`src/rtl/des_key_schedule.sv`:
```
// DES key schedule: PC-1 on accept, then 16 round rotations of C/D emitting
// PC-2 subkeys over valid/ready in encrypt (K1..K16) or decrypt (K16..K1) order.

// PC-1: drops parity bits, splits key into C0 (MSBs) and D0. DES bit n maps to key_i[64-n].
module des_pc1 (
  input  logic [63:0] key_i,
  output logic [55:0] cd_o
);
  logic unused_parity;

  assign cd_o = {key_i[7],  key_i[15], key_i[23], key_i[31], key_i[39], key_i[47], key_i[55],
                 key_i[63], key_i[6],  key_i[14], key_i[22], key_i[30], key_i[38], key_i[46],
                 key_i[54], key_i[62], key_i[5],  key_i[13], key_i[21], key_i[29], key_i[37],
                 key_i[45], key_i[53], key_i[61], key_i[4],  key_i[12], key_i[20], key_i[28],
                 key_i[1],  key_i[9],  key_i[17], key_i[25], key_i[33], key_i[41], key_i[49],
                 key_i[57], key_i[2],  key_i[10], key_i[18], key_i[26], key_i[34], key_i[42],
                 key_i[50], key_i[58], key_i[3],  key_i[11], key_i[19], key_i[27], key_i[35],
                 key_i[43], key_i[51], key_i[59], key_i[36], key_i[44], key_i[52], key_i[60]};

  assign unused_parity = ^{key_i[56], key_i[48], key_i[40], key_i[32],
                           key_i[24], key_i[16], key_i[8],  key_i[0]};
endmodule

// PC-2: selects 48 of the 56 C/D bits. CD bit n maps to cd_i[56-n].
module des_pc2 (
  input  logic [55:0] cd_i,
  output logic [47:0] sk_o
);
  logic unused_dropped;

  assign sk_o = {cd_i[42], cd_i[39], cd_i[45], cd_i[32], cd_i[55], cd_i[51], cd_i[53], cd_i[28],
                 cd_i[41], cd_i[50], cd_i[35], cd_i[46], cd_i[33], cd_i[37], cd_i[44], cd_i[52],
                 cd_i[30], cd_i[48], cd_i[40], cd_i[49], cd_i[29], cd_i[36], cd_i[43], cd_i[54],
                 cd_i[15], cd_i[4],  cd_i[25], cd_i[19], cd_i[9],  cd_i[1],  cd_i[26], cd_i[16],
                 cd_i[5],  cd_i[11], cd_i[23], cd_i[8],  cd_i[12], cd_i[7],  cd_i[17], cd_i[0],
                 cd_i[22], cd_i[3],  cd_i[10], cd_i[14], cd_i[6],  cd_i[20], cd_i[27], cd_i[24]};

  assign unused_dropped = ^{cd_i[47], cd_i[38], cd_i[34], cd_i[31],
                            cd_i[21], cd_i[18], cd_i[13], cd_i[2]};
endmodule

module des_key_schedule (
  input  logic        clk,
  input  logic        rst_n,
  input  logic        start,
  input  logic [63:0] key,
  input  logic        decrypt,
  output logic        busy,
  output logic        subkey_valid,
  input  logic        subkey_ready,
  output logic [47:0] subkey,
  output logic [3:0]  round,
  output logic        done
);
  localparam int unsigned HALF_W = 28;
  localparam int unsigned CD_W   = 56;
  localparam int unsigned RND_W  = 4;
  localparam int unsigned IDX_W  = 5;
  localparam logic [RND_W-1:0] LAST_ROUND = 4'd15;

  typedef enum logic {ST_IDLE, ST_EMIT} state_e;

  state_e              state_q, state_d;
  logic [HALF_W-1:0]   c_q, c_d, d_q, d_d;
  logic [RND_W-1:0]    round_q, round_d;
  logic                dir_q, dir_d;
  logic                done_q, done_d;
  logic [CD_W-1:0]     pc1_cd;
  logic [HALF_W-1:0]   c0, d0;
  logic [IDX_W-1:0]    shift_idx;
  logic                two;

  // 1-based shift table: single-bit rotations at rounds 1, 2, 9, 16.
  function automatic logic shift_is_two(input logic [IDX_W-1:0] s);
    return !(s == 5'd1 || s == 5'd2 || s == 5'd9 || s == 5'd16);
  endfunction

  function automatic logic [HALF_W-1:0] rotl(input logic [HALF_W-1:0] x, input logic by2);
    return by2 ? {x[HALF_W-3:0], x[HALF_W-1:HALF_W-2]} : {x[HALF_W-2:0], x[HALF_W-1]};
  endfunction

  function automatic logic [HALF_W-1:0] rotr(input logic [HALF_W-1:0] x, input logic by2);
    return by2 ? {x[1:0], x[HALF_W-1:2]} : {x[0], x[HALF_W-1:1]};
  endfunction

  des_pc1 u_pc1 (.key_i(key), .cd_o(pc1_cd));
  des_pc2 u_pc2 (.cd_i({c_q, d_q}), .sk_o(subkey));

  assign {c0, d0} = pc1_cd;

  always_ff @(posedge clk or negedge rst_n) begin
    if (!rst_n) begin
      state_q <= ST_IDLE;
      c_q     <= '0;
      d_q     <= '0;
      round_q <= '0;
      dir_q   <= 1'b0;
      done_q  <= 1'b0;
    end else begin
      state_q <= state_d;
      c_q     <= c_d;
      d_q     <= d_d;
      round_q <= round_d;
      dir_q   <= dir_d;
      done_q  <= done_d;
    end
  end

  // Next state: load from PC-1 on accept, rotate toward the next emitted subkey on each handshake.
  always_comb begin
    state_d   = state_q;
    c_d       = c_q;
    d_d       = d_q;
    round_d   = round_q;
    dir_d     = dir_q;
    done_d    = 1'b0;
    shift_idx = dir_q ? (5'd16 - IDX_W'(round_q)) : (IDX_W'(round_q) + 5'd2);
    two       = shift_is_two(shift_idx);
    case (state_q)
      ST_IDLE: begin
        if (start) begin
          c_d     = decrypt ? c0 : rotl(c0, 1'b0);
          d_d     = decrypt ? d0 : rotl(d0, 1'b0);
          round_d = '0;
          dir_d   = decrypt;
          state_d = ST_EMIT;
        end
      end
      ST_EMIT: begin
        if (subkey_ready) begin
          if (round_q != LAST_ROUND) begin
            round_d = round_q + 4'd1;
            c_d     = dir_q ? rotr(c_q, two) : rotl(c_q, two);
            d_d     = dir_q ? rotr(d_q, two) : rotl(d_q, two);
          end else begin
            state_d = ST_IDLE;
            done_d  = 1'b1;
          end
        end
      end
      default: state_d = ST_IDLE;
    endcase
  end

  assign busy         = (state_q == ST_EMIT);
  assign subkey_valid = (state_q == ST_EMIT);
  assign round        = round_q;
  assign done         = done_q;
endmodule

```
`config.mk`:
```
export PLATFORM = sky130hd
export DESIGN_NAME = des_key_schedule
export DESIGN_NICKNAME = d
export VERILOG_FILES = /design/src/rtl/des_key_schedule.sv
export SDC_FILE = /design/constraint.sdc
export NUM_CORES = 1
export LEC_CHECK = 0
export ABC_AREA = 1
export CAP_MARGIN = 10
export CORE_UTILIZATION = 35
export CTS_CLUSTER_DIAMETER = 100
export DETAILED_ROUTE_END_ITERATION = 12
export GPL_ROUTABILITY_DRIVEN = 0
export PLACE_DENSITY_LB_ADDON = 0.12
export SYNTH_ARGS = -nofsm -noshare
export SYNTH_HDL_FRONTEND = slang
export SYNTH_SLANG_ARGS = --single-unit
```
`constraint.sdc`:
```
create_clock -name clk -period 2.16 [get_ports clk]
set_clock_uncertainty 0.05 [all_clocks]
set_input_delay 0.432 -clock clk [delete_from_list [all_inputs] [get_ports clk]]
set_output_delay 0.432 -clock clk [all_outputs]
set_load 0.005 [all_outputs]
```
==> flow_metrics.env <==
export IMPL_status="completed"
export IMPL_worstSkewPairLatency_ns=0.34
export IMPL_p_leak_uw=0.00326
export IMPL_synth_distinct_cells=22
export IMPL_drt_iter0_drc=517
export IMPL_utilization=0.476
export IMPL_grt_max_degree=110
export IMPL_r2r_end="d_q[27]"
export IMPL_synthesis_area_um2=5580
export IMPL_wl_met2_um=8520
export IMPL_drtPass1Iterations=5
export IMPL_rr_startpoint="round[1]"
export IMPL_portBuffers=115
export IMPL_clockBufferDepth=2
export IMPL_htree_num_levels=3
export IMPL_maxCapViolCount=0
export IMPL_slew_headroom=0.567
export IMPL_cts_buffers=9
export IMPL_worstRegToRegCells=11
export IMPL_worstSetupEndpointType="flip-flop"
export IMPL_drc=0
export IMPL_worst_ep_arrival_time_ns=2.34
export IMPL_startpoint="round[1]"
export IMPL_reg2reg_slack_ns=0.04
export IMPL_yosys_register_bits=63
export IMPL_multiInputGateArea_um2=3390
export IMPL_tritoncts="yes"
export IMPL_cp_start_kind="flip-flop"
export IMPL_ant_nets=0
export IMPL_clock_sinks=63
export IMPL_met1_length_um=8630
export IMPL_via_per_inst=5.27
export IMPL_grt_pass1_wl_um=28100
export IMPL_dieWidth_um=128
export IMPL_p_total_uw=13500
export IMPL_overflow=0
export IMPL_fill_cells=1609
export IMPL_die_area_um2=16500
export IMPL_fmax_mhz=472
export IMPL_grt_usage=0.213
export IMPL_ir_worst_vdd_uv=694
export IMPL_period_share=0.981
export IMPL_avgRoutedWirePerCell_um=15.6
export IMPL_ys_top_cells_by_area="dfrtp_1 (28%), nand3_1 (16%), nand2_1 (15%), a21oi_1 (15%), nor2_1 (7.6%)"
export IMPL_worst_slew_pin_slew_ns=0.650
export IMPL_initial_core_util=0.363
export IMPL_wl_met3_um=956
export IMPL_vias=6203
export IMPL_ff_latch_area_um2=1580
export IMPL_hold_ws_ns=0.0663
export IMPL_clkSlewWorstSetupHoldPaths_ns=0.06
export IMPL_nNetsFinal=1033
export IMPL_core_um2=15400
export IMPL_ios=124
export IMPL_layout_drive_gt1_share=0.115
export IMPL_netlist_instances=915
export IMPL_synth_top_area_frac=0.283
export IMPL_report_final_slew_viol_count=0
export IMPL_cp_max_fo=5
export IMPL_min_path_type="primary input to async pin"
export IMPL_synth_area_per_cell_um2=6.10
export IMPL_synth_seq_area_share=0.283
export IMPL_setup_violations=0
export IMPL_ctsHoldBuffers=0
export IMPL_top_layer="met4"
export IMPL_antennaDiodeCount=0
export IMPL_root_buffer="clkbuf_16"
export IMPL_endpoint="d_q[27]"
export IMPL_period_minus_slack_ns=2.12
export IMPL_netlist_top_cell_by_area="dfrtp_1"
export IMPL_hold_viol_final=0
export IMPL_cellPowerDensity_nw_per_um2=1840
export IMPL_finalWirelength_um=18300
export IMPL_rsz0062_at_grt="true"
export IMPL_crit_required_ns=2.38
export IMPL_worstSetupPathType="flip-flop to flip-flop"
export IMPL_die_h_um=128
export IMPL_synth_warnings=0
export IMPL_grt_pass1_vias=5452
export IMPL_rows=45
export IMPL_antenna_found_initial=0
export IMPL_area_growth_syn_to_layout_pct=31.1
export IMPL_syn_nets=988
export IMPL_dpl_hpwl_um=10800
## layer usage
metal,GRT usage,vias to the layer above
li1,-,3093
met1,0.304,2918
met2,0.334,180
met3,0.0305,12
met4,0.0616,0
met5,0,-
## cells in the mapped netlist
cell type / instances
nand3_1: 173
dfrtp_1: 63
and2_1: 1
ha_1: 4
buf_4: 54
inv_1: 16
clkbuf_1: 29
buf_2: 21
o21a_1: 5
nor2_1: 113
o211ai_1: 1
o21ai_1: 2
or2_0: 1
inv_2: 4
nor3_4: 1
buf_1: 12
nor3_2: 1
o21ai_0: 9
a21oi_1: 168
buf_6: 5
nand2_1: 225
nand2_2: 7
## flip-flops by register name, indices dropped and copies added, names as in the netlist
name / count
d_q: 28
dir_q: 1
done: 1
round: 4
busy: 1
c_q: 28
## report_power, final
part | total, µW | internal, µW | switching, µW | leakage (µW)
combinational | 9410 | 4400 | 5010 | 0.00243
sequential | 2530 | 1770 | 760 | 0.000679
clock | 1540 | 984 | 551 | 0.000156
total | 13500 | 7160 | 6320 | 0.00326
## cells by family (layout without fill, tap and decap cells)
kind of cell / Yosys count / count (layout) / share of synthesized area
AO/OA/AOI/OAI: 185 / 185 / 0.169
adder cells (fa/ha/maj): 4 / 4 / 0.00897
buffers and inverters: 141 / 191 / 0.143
flip-flops: 63 / 63 / 0.283
AND/OR/NAND/NOR: 522 / 522 / 0.397
## layout by cell type, fill, tap and decap left out, types with 11 or more instances in the layout
| cell type | synthesis | routed |
|---|---|---|
| clkdlybuf4s50_1 | 0 | 113 |
| a21oi_1 | 168 | 146 |
| buf_4 | 54 | 19 |
| inv_1 | 16 | 14 |
| a21oi_2 | 0 | 22 |
| clkbuf_16 | 0 | 15 |
| nor2_1 | 113 | 113 |
| nand3_1 | 173 | 167 |
| nand2_2 | 7 | 11 |
| nand2_1 | 225 | 219 |
| dfrtp_1 | 63 | 61 |
## what timing repair did
action	in CTS	in global routing
endpoints found under the setup margin	0	56
gates resized for setup	0	47
buffers inserted	0	3
## worst max-delay path: stages (launching register included)
cell and delay (ns):
dfrtp_1 0.38, inv_2 0.11, ha_4 0.21, or2_1 0.22
a21oi_2 0.16, nand2_4 0.13, buf_12 0.17, clkbuf_16 0.15
o21a_1 0.18, nand2_2 0.07, nand3_2 0.07, a21oi_2 0.16
## cell type report
type                    count  area share
multi-input cells         711       0.463
inverters                  20      0.0103
repair buffers            155       0.231
clock inverters             3     0.00547
clock buffers              13      0.0369
well taps                 211      0.0361
flip-flops and latches     63       0.217
## per-stage QoR
stage	TNS, ns	instance area [µm²]	std cells	setup slack [ns]
5_1_grt	-1.33	7320	1176	-0.0843
3_5_place_dp	0	6570	1146	0.0424
6_report	0	7320	1176	0.0410
4_1_cts	0	6880	1162	0.00799
3_3_place_gp	0	6570	1146	0.0573
2_1_floorplan	0	5580	915	0.197
## worst min-delay path by stage
| stage | cells after the start | endpoint | slack [ns] |
|---|---|---|---|
| after floorplan | 0 | busy | 0.09 |
| after detailed placement | 2 | round[1] | 0.45 |
| after CTS | 2 | round[1] | 0.08 |
| after global placement | 2 | round[2] | 0.45 |
| after global routing | 2 | round[2] | 0.1 |
| final | 2 | round[1] | 0.07 |
(Power assumes the default switching activity.)
